<file path="src/rtl/lsu.sv">
// rtl/lsu.sv - load/store unit: one valid/ready data-memory access per request, extended load data or fault.
// Optional LSU_ALIGN_EXC_EN: misaligned half/word and reserved size fault without a bus cycle.
module lsu #(
    parameter int unsigned TIMEOUT = 64
) (
    input  logic        clk,
    input  logic        rstn,
    input  logic        req_valid,
    output logic        req_ready,
    input  logic        req_we,
    input  logic [1:0]  req_size,
    input  logic        req_unsigned,
    input  logic [31:0] req_addr,
    input  logic [31:0] req_wdata,
    output logic        mem_req,
    output logic        mem_we,
    output logic [31:0] mem_addr,
    output logic [3:0]  mem_be,
    output logic [31:0] mem_wdata,
    input  logic        mem_ready,
    input  logic [31:0] mem_rdata,
    output logic        rsp_valid,
    output logic [31:0] rsp_rdata,
    output logic        rsp_fault,
    output logic        busy
);

    localparam int CW = (TIMEOUT > 1) ? $clog2(TIMEOUT) : 1;

    typedef enum logic [1:0] {
        IDLE = 2'd0,
        BUS  = 2'd1,
        RESP = 2'd2
    } state_t;

    state_t        state_q, state_d;
    logic [CW-1:0] cnt_q, cnt_d;
    logic [1:0]    size_q, size_d;
    logic          uns_q, uns_d;
    logic [1:0]    off_q, off_d;
    logic          mem_req_q, mem_req_d;
    logic          mem_we_q, mem_we_d;
    logic [31:0]   mem_addr_q, mem_addr_d;
    logic [3:0]    mem_be_q, mem_be_d;
    logic [31:0]   mem_wdata_q, mem_wdata_d;
    logic          rsp_valid_q, rsp_valid_d;
    logic [31:0]   rsp_rdata_q, rsp_rdata_d;
    logic          rsp_fault_q, rsp_fault_d;

    logic [1:0]    eff_size;
    logic [3:0]    req_be;
    logic [31:0]   req_wd;
    logic          align_fault;
    logic [31:0]   rd_shift;
    logic [15:0]   rd_half;
    logic [31:0]   load_data;
    logic          timeout_hit;

    // Lane steering of the incoming request, evaluated only at acceptance.
    always_comb begin
        eff_size    = req_size;
        align_fault = 1'b0;
`ifdef LSU_ALIGN_EXC_EN
        case (req_size)
            2'b01:   align_fault = req_addr[0];
            2'b10:   align_fault = (req_addr[1:0] != 2'b00);
            2'b11:   align_fault = 1'b1;
            default: align_fault = 1'b0;
        endcase
`else
        if (req_size == 2'b11) begin
            eff_size = 2'b10;
        end
`endif
        case (eff_size)
            2'b00: begin
                req_be = 4'b0001 << req_addr[1:0];
                req_wd = {4{req_wdata[7:0]}};
            end
            2'b01: begin
                req_be = req_addr[1] ? 4'b1100 : 4'b0011;
                req_wd = {2{req_wdata[15:0]}};
            end
            default: begin
                req_be = 4'b1111;
                req_wd = req_wdata;
            end
        endcase
    end

    always_comb begin
        rd_shift = mem_rdata >> {off_q, 3'b000};
        rd_half  = off_q[1] ? mem_rdata[31:16] : mem_rdata[15:0];
        case (size_q)
            2'b00:   load_data = uns_q ? {24'h0, rd_shift[7:0]} : {{24{rd_shift[7]}}, rd_shift[7:0]};
            2'b01:   load_data = uns_q ? {16'h0, rd_half} : {{16{rd_half[15]}}, rd_half};
            default: load_data = mem_rdata;
        endcase
    end

    // The counter reaching TIMEOUT-1 marks the TIMEOUT-th bus cycle; mem_ready on it still wins.
    assign timeout_hit = (TIMEOUT != 0) && (cnt_q == CW'(TIMEOUT - 1));

    always_comb begin
        state_d     = state_q;
        cnt_d       = cnt_q;
        size_d      = size_q;
        uns_d       = uns_q;
        off_d       = off_q;
        mem_req_d   = mem_req_q;
        mem_we_d    = mem_we_q;
        mem_addr_d  = mem_addr_q;
        mem_be_d    = mem_be_q;
        mem_wdata_d = mem_wdata_q;
        rsp_valid_d = 1'b0;
        rsp_rdata_d = 32'h0;
        rsp_fault_d = 1'b0;
        case (state_q)
            IDLE: begin
                if (req_valid) begin
                    size_d = eff_size;
                    uns_d  = req_unsigned;
                    off_d  = req_addr[1:0];
                    if (align_fault) begin
                        state_d     = RESP;
                        rsp_valid_d = 1'b1;
                        rsp_fault_d = 1'b1;
                    end else begin
                        state_d     = BUS;
                        cnt_d       = '0;
                        mem_req_d   = 1'b1;
                        mem_we_d    = req_we;
                        mem_addr_d  = {req_addr[31:2], 2'b00};
                        mem_be_d    = req_be;
                        mem_wdata_d = req_wd;
                    end
                end
            end
            BUS: begin
                if (mem_ready) begin
                    state_d     = RESP;
                    mem_req_d   = 1'b0;
                    rsp_valid_d = 1'b1;
                    rsp_rdata_d = mem_we_q ? 32'h0 : load_data;
                end else if (timeout_hit) begin
                    state_d     = RESP;
                    mem_req_d   = 1'b0;
                    rsp_valid_d = 1'b1;
                    rsp_fault_d = 1'b1;
                end else if (TIMEOUT != 0) begin
                    cnt_d = cnt_q + 1'b1;
                end
            end
            RESP: begin
                state_d = IDLE;
            end
            default: begin
                state_d   = IDLE;
                mem_req_d = 1'b0;
            end
        endcase
    end

    always_ff @(posedge clk or negedge rstn) begin
        if (!rstn) begin
            state_q     <= IDLE;
            cnt_q       <= '0;
            size_q      <= 2'b00;
            uns_q       <= 1'b0;
            off_q       <= 2'b00;
            mem_req_q   <= 1'b0;
            mem_we_q    <= 1'b0;
            mem_addr_q  <= 32'h0;
            mem_be_q    <= 4'h0;
            mem_wdata_q <= 32'h0;
            rsp_valid_q <= 1'b0;
            rsp_rdata_q <= 32'h0;
            rsp_fault_q <= 1'b0;
        end else begin
            state_q     <= state_d;
            cnt_q       <= cnt_d;
            size_q      <= size_d;
            uns_q       <= uns_d;
            off_q       <= off_d;
            mem_req_q   <= mem_req_d;
            mem_we_q    <= mem_we_d;
            mem_addr_q  <= mem_addr_d;
            mem_be_q    <= mem_be_d;
            mem_wdata_q <= mem_wdata_d;
            rsp_valid_q <= rsp_valid_d;
            rsp_rdata_q <= rsp_rdata_d;
            rsp_fault_q <= rsp_fault_d;
        end
    end

    assign req_ready = (state_q == IDLE);
    assign busy      = ~req_ready;
    assign mem_req   = mem_req_q;
    assign mem_we    = mem_we_q;
    assign mem_addr  = mem_addr_q;
    assign mem_be    = mem_be_q;
    assign mem_wdata = mem_wdata_q;
    assign rsp_valid = rsp_valid_q;
    assign rsp_rdata = rsp_rdata_q;
    assign rsp_fault = rsp_fault_q;

endmodule

</file>
<file path="config.mk">
export PLATFORM = sky130hd
export DESIGN_NAME = lsu
export DESIGN_NICKNAME = d
export VERILOG_FILES = /design/src/rtl/lsu.sv
export SDC_FILE = /design/constraint.sdc
export NUM_CORES = 1
export LEC_CHECK = 0
export ABC_AREA = 0
export CAP_MARGIN = 20
export CORE_UTILIZATION = 40
export CTS_BUF_LIST = sky130_fd_sc_hd__clkbuf_4
export DETAILED_ROUTE_END_ITERATION = 8
export GPL_ROUTABILITY_DRIVEN = 0
export GPL_TIMING_DRIVEN = 0
export PLACE_DENSITY = 0.77
export SLEW_MARGIN = 10
export SYNTH_ARGS = -nofsm -noshare
export SYNTH_HDL_FRONTEND = slang
export SYNTH_SLANG_ARGS = --single-unit
</file>
<file path="constraint.sdc">
create_clock -name clk -period 1.7 [get_ports clk]
set_input_delay 0.255 -clock clk [delete_from_list [all_inputs] [get_ports clk]]
set_output_delay 0.255 -clock clk [all_outputs]
set_load 0.1 [all_outputs]
</file>
==> results of run 1 <==
==> power groups by stage <==
stage / Combinational, mW / Clock (mW) / Sequential [mW]
floorplan: 1.83 / 0 / 9.74
global placement: 9.96 / 0 / 4.09
detailed placement: 10.1 / 0 / 4.13
CTS: 9.48 / 1.77 / 4.09
global route: 9.88 / 1.91 / 4.18
finish: 9.50 / 1.72 / 4.09
==> state kept, by name, indices dropped and copies added, names as in the netlist, 2 cells and up <==
| register | cells |
|---|---|
| mem_wdata | 32 |
| rsp_rdata | 32 |
| mem_addr | 30 |
| cnt_q | 6 |
| mem_be | 4 |
| off_q | 2 |
| size_q | 2 |
| state_q | 2 |
==> worst paths after layout <==
kind | start | end | cells after the start
setup / recovery | off_q[1]$_DFFE_PN0P_ | rsp_rdata[28]$_DFF_PN0_ | 6
hold / removal | req_we | mem_we$_DFFE_PN0P_ | 3
setup reg to reg | off_q[1]$_DFFE_PN0P_ | rsp_rdata[28]$_DFF_PN0_ | 6
hold reg to reg | mem_addr[23]$_DFFE_PN0P_ | mem_addr[23]$_DFFE_PN0P_ | 2
max in group asynchronous | rstn | state_q[0]$_DFFE_PN0P_ | 3
min in group asynchronous | rstn | cnt_q[2]$_DFFE_PN0P_ | 2
==> per-layer routing <==
layer	up-vias	wire length (um)
met1	2251	6165
li1	2226	-
met3	35	1316
met4	0	471
met5	-	0
met2	220	7501
==> kinds of logic (layout without fill, tap and decap cells) <==
group / after synthesis / after routing
simple gates: 251 / 251
buf+inv: 48 / 291
mux: 34 / 34
fa+ha+maj: 1 / 1
flops: 115 / 115
compound gates: 81 / 81
other cells: 1 / 3
==> critical path, cell delays in order (launching register included) <==
cell and delay (ps):
dfrtp_1 380, buf_6 140, mux2_4 310, a22o_4 280, o21ai_4 170, buf_6 190
nand2_2 60
==> what timing repair did <==
action,CTS,global route
hold buffers,1,0
gates resized for setup,498,67
cloned,0,0
endpoints found under the setup margin,184,108
setup buffers,4,1
hold endpoints to repair,53,0
pin swaps,3,1
==> area by class of cell <==
class	instances	area, um2
Antenna cell	1	2.502
Buffer	32	180.2
Clock buffer	22	165.2
Clock inverter	9	65.06
Fill cell	1115	4947
Inverter	15	56.30
Multi-Input combinational cell	369	2041
Sequential cell	115	2882
Tap cell	168	210.2
Timing Repair Buffer	213	1663
==> cells in the final DEF, fill, tap and decap left out, types with 3 or more instances in the layout <==
cell type and n:
clkbuf_2 12, clkdlybuf4s50_1 101, a31oi_1 4, dfrtp_1 112
buf_6 3, nor2_1 37, nand2_1 178, a221oi_2 8
nand2_2 10, buf_2 106, a21oi_1 28, mux2i_1 25
clkinv_1 4, o21ai_0 21, clkinv_2 4, mux2_2 8
buf_4 6, clkbuf_1 5, a222oi_1 7, nand3_1 7
dfrtp_2 3, inv_1 14, clkbuf_4 27
==> flow_summary.ini, run 1 <==
[placement]
port_buffers = 206
hpwl_um = 11420
dp_cells = 907
pre_cts_ws_ps = -471.0
place_area_um2 = 7406

[timing]
hold_viol = 0
worst_slack_ps = 53.33
finalCriticalPeriod_ps = 1647
fmaxAchievable_mhz = 607.3
setup_violations = 0
drv_slew = 0
rsz0062_at_grt = yes
finalCritPeriodShare = 0.9686
hold_ws_ps = 249.0
worst_pin_slew_ps = 562.9
fin_skew_ps = 14.95
final.setup.tns_ps = 0
relSlewSlack = 0.6243

[global_route]
grt_pass1_wl_um = 24580
use_met2 = 0.4137
grt_pass1_vias = 4918
grt_max_degree = 63
antenna_found_initial = 1
gr-usage-met3 = 0.07907
top_usage_layer = met2
grtUsageTotal = 0.2462
grt_overflow = 0
use_met1 = 0.2824

[synthesis]
yosysWarnings = 0
synth.distinct_cells = 43
ys.flop_type = dfrtp_1
synthMuxAreaShare = 0.06978
synth_top_family_by_area = simple AND/OR/NAND/NOR gates
synth_top_area_share = 0.5651
ys_ff_latch = 115
yosysMostFrequentCell = nand2_1
synth_area_leaders = dfrtp_1 (57%), nand2_1 (13%), mux2i_1 (4.9%)
synth_edf_count = 0
synthSimpleGateAreaFrac = 0.2044
netlist_area_um2 = 5092
netlist_top_cells_count = nand2_1 (178), dfrtp_1 (115), nor2_1 (38)
synth_xor_area_frac = 0
syn_inst = 531
synthAdderAreaFrac = 0.002457
yosysTopAreaCell = dfrtp_1
async_flop_share = 1.000
synth_compound_area_frac = 0.1152
syn_area_per_cell_um2 = 9.590
synth_seq_area_share = 0.5651

[floorplan]
core_area_um2 = 12210
die_x_um = 114.8
die_h_um = 114.8
row_count = 40
die_area_um2 = 13190
start_util = 0.4170
ios = 210

[clocking]
htreeDepth = 4
cts.clk_slew.worst_paths_ps = 100
worstSkewPairLatency_ps = 530
max-clock-path-buffers = 2
cts_tree = yes
cts_sinks = 115
root_buffer = clkbuf_4
cts-buffers-inserted = 17

[critical_path]
start_kind = flop
arrival_ps = 2050
required_ps = 2100
cp-end-kind = flop
reg2reg_slack_ps = 50
path_class = reg -> reg
path_max_fanout = 10

[power]
power_mw = 15.31
p_leak_nw = 3.694
switching_share = 0.6055
p_per_area_nw_per_um2 = 2108
clkPwrFrac = 0.112
power_switching_mw = 9.270
power_frac_seq = 0.267
combinationalPowerShare = 0.621
peakVddDrop_mv = 1.413
internal_power_mw = 6.041

[routing]
ant_nets = 0
drt-pass1-iter-count = 6
drt_iter0_drc = 217
wire_per_inst_um = 16.37
routed_via_density = 5.013
drc = 0
vias = 4732
totalWireLength_um = 15450

[layout]
final_cell_count_no_fill = 944
final_util = 0.5949
synthToLayoutAreaGrowth_pct = 42.65
nNetsFinal = 868
final_cell_area_um2 = 7264
layout-drive-gt1-share = 0.2658

[min_path]
hold_path_class = in -> reg

[run_status]
outcome = finished clean

[run]
maxCapViolations = 0
Note: power is estimated with default switching activity, not from simulation.
==> run 2, diff against run 1 <==
- CORE_UTILIZATION: 40 -> 31
- PLACE_DENSITY: 0.77 -> 0.62
==> flow_summary.ini, run 2 (synthesis gave the netlist of run 1 again) <==
[run_status]
outcome = finished clean

[critical_path]
arrival_ps = 1390
ff2ff_path_depth = 6
r2r-start = off_q[1]$_DFFE_PN0P_
path_class = reg -> out
required_ps = 1440
worst-path-buf-inv = 2
cp-end-kind = output pin
path_cells = nor2_4 > inv_1 > buf_8
cp_top_family = flip-flops
start_kind = flop
reg2reg_to = rsp_rdata[23]$_DFF_PN0_
reg2reg_slack_ps = 90
max_stage_delay_ps = 470
path_max_fanout = 6
slowest_stage = dfrtp_2

[placement]
dp_cells = 955
hpwl_um = 11790
place_area_um2 = 7466
port_buffers = 206

[global_route]
grt_max_degree = 84
top_usage_layer = met2
use_met2 = 0.3148
gr-usage-met3 = 0.07872
use_met1 = 0.2244
grt_overflow = 0
grt_pass1_wl_um = 24430
antenna_found_initial = 1
grt_pass1_vias = 4681
grtUsageTotal = 0.1916

[routing]
drt-pass1-iter-count = 5
ant_nets = 0
vias = 4653
drt_iter0_drc = 272
routed_via_density = 4.700
totalWireLength_um = 15900
wire_per_inst_um = 16.06
drc = 0

[clocking]
worstSkewPairLatency_ps = 530
max-clock-path-buffers = 2
root_buffer = clkbuf_4
cts.clk_slew.worst_paths_ps = 110
cts_sinks = 115
cts_tree = yes
cts-buffers-inserted = 17
htreeDepth = 4

[run]
maxCapViolations = 0

[timing]
hold_viol = 0
worst_pin_slew_ps = 534.5
fmaxAchievable_mhz = 606.1
finalCriticalPeriod_ps = 1650
relSlewSlack = 0.6433
fin_skew_ps = 17.09
final.setup.tns_ps = 0
finalCritPeriodShare = 0.9705
drv_slew = 0
rsz0062_at_grt = yes
setup_violations = 0

[layout]
mostFrequentLayoutCells = nand2_1 (178), dfrtp_1 (112), buf_2 (109), clkdlybuf4s50_1 (101), nor2_1 (37)
synthToLayoutAreaGrowth_pct = 43.51
mostFrequentLayoutCell = nand2_1
final_util = 0.4584
final_cell_count_no_fill = 990
nNetsFinal = 867
layout-drive-gt1-share = 0.2549
final_cell_area_um2 = 7308

[floorplan]
row_count = 46
die_x_um = 130.2
core_area_um2 = 15940
start_util = 0.3194
ios = 210
die_area_um2 = 16940
die_h_um = 130.2

[min_path]
hold_path_class = in -> async

[power]
p_leak_nw = 3.676
p_per_area_nw_per_um2 = 2113
peakVddDrop_mv = 1.657
run 2: power breakdown:
| part | switching (mW) | internal (mW) |
|---|---|---|
| clock network | 1.00 | 0.917 |
| logic | 7.79 | 1.66 |
| registers | 0.495 | 3.58 |
run 2: worst reg2reg max path: stages, from the launching register on:
cell and delay [ps]:
dfrtp_1 380, buf_6 140, mux2_4 320, a22o_4 280, o21ai_4 150, buf_8 170
nand2_2 50
run 2: per-layer routing:
metal / wire (um) / vias to the layer above / part of all wire
met3: 1438 / 24 / 0.090
li1: - / 2214 / -
met4: 323 / 0 / 0.020
met2: 7603 / 183 / 0.48
met5: 0 / - / 0
met1: 6535 / 2232 / 0.41
run 2: per-stage QoR:
stage | hold WS [ps] | total power [mW] | setup WS, ps
floorplan | -40.59 | 11.57 | -133.0
global placement | 459.2 | 14.12 | -4531
detailed placement | 169.6 | 14.22 | -453.1
CTS | 154.5 | 15.60 | -1.306
global route | 172.0 | 16.16 | -52.18
finish | 185.5 | 15.44 | 50.17
run 2: worst max path at each step:
stage                                 from                    end  slack, ps  depth (start not counted)
floorplan           state_q[0]$_DFFE_PN0P_                   busy       -130                          3
global placement                      rstn     mem_we$_DFFE_PN0P_      -4530                          1
detailed placement               req_valid  size_q[1]$_DFFE_PN0P_       -450                          5
CTS                 state_q[0]$_DFFE_PN0P_                   busy         -1                          3
global route        state_q[0]$_DFFE_PN0P_                   busy        -50                          3
finish              state_q[0]$_DFFE_PN0P_                   busy         50                          3
run 2: final cells by class:
class,count,area [um2]
inverter,15,56.30
clock inverter,8,87.58
fill,1588,8635
multi-input combinational,369,2031
buffer,32,170.2
timing repair buffer,212,1644
tap,216,270.3
clock buffer,22,165.2
sequential,115,2882
antenna,1,2.502
run 2: timing repair:
item,4_1_cts,5_1_grt
setup buffers,3,1
hold buffers,1,0
endpoints found under the setup margin,192,41
hold endpoints to repair,104,0
resized for setup,521,27
pin swaps,3,0
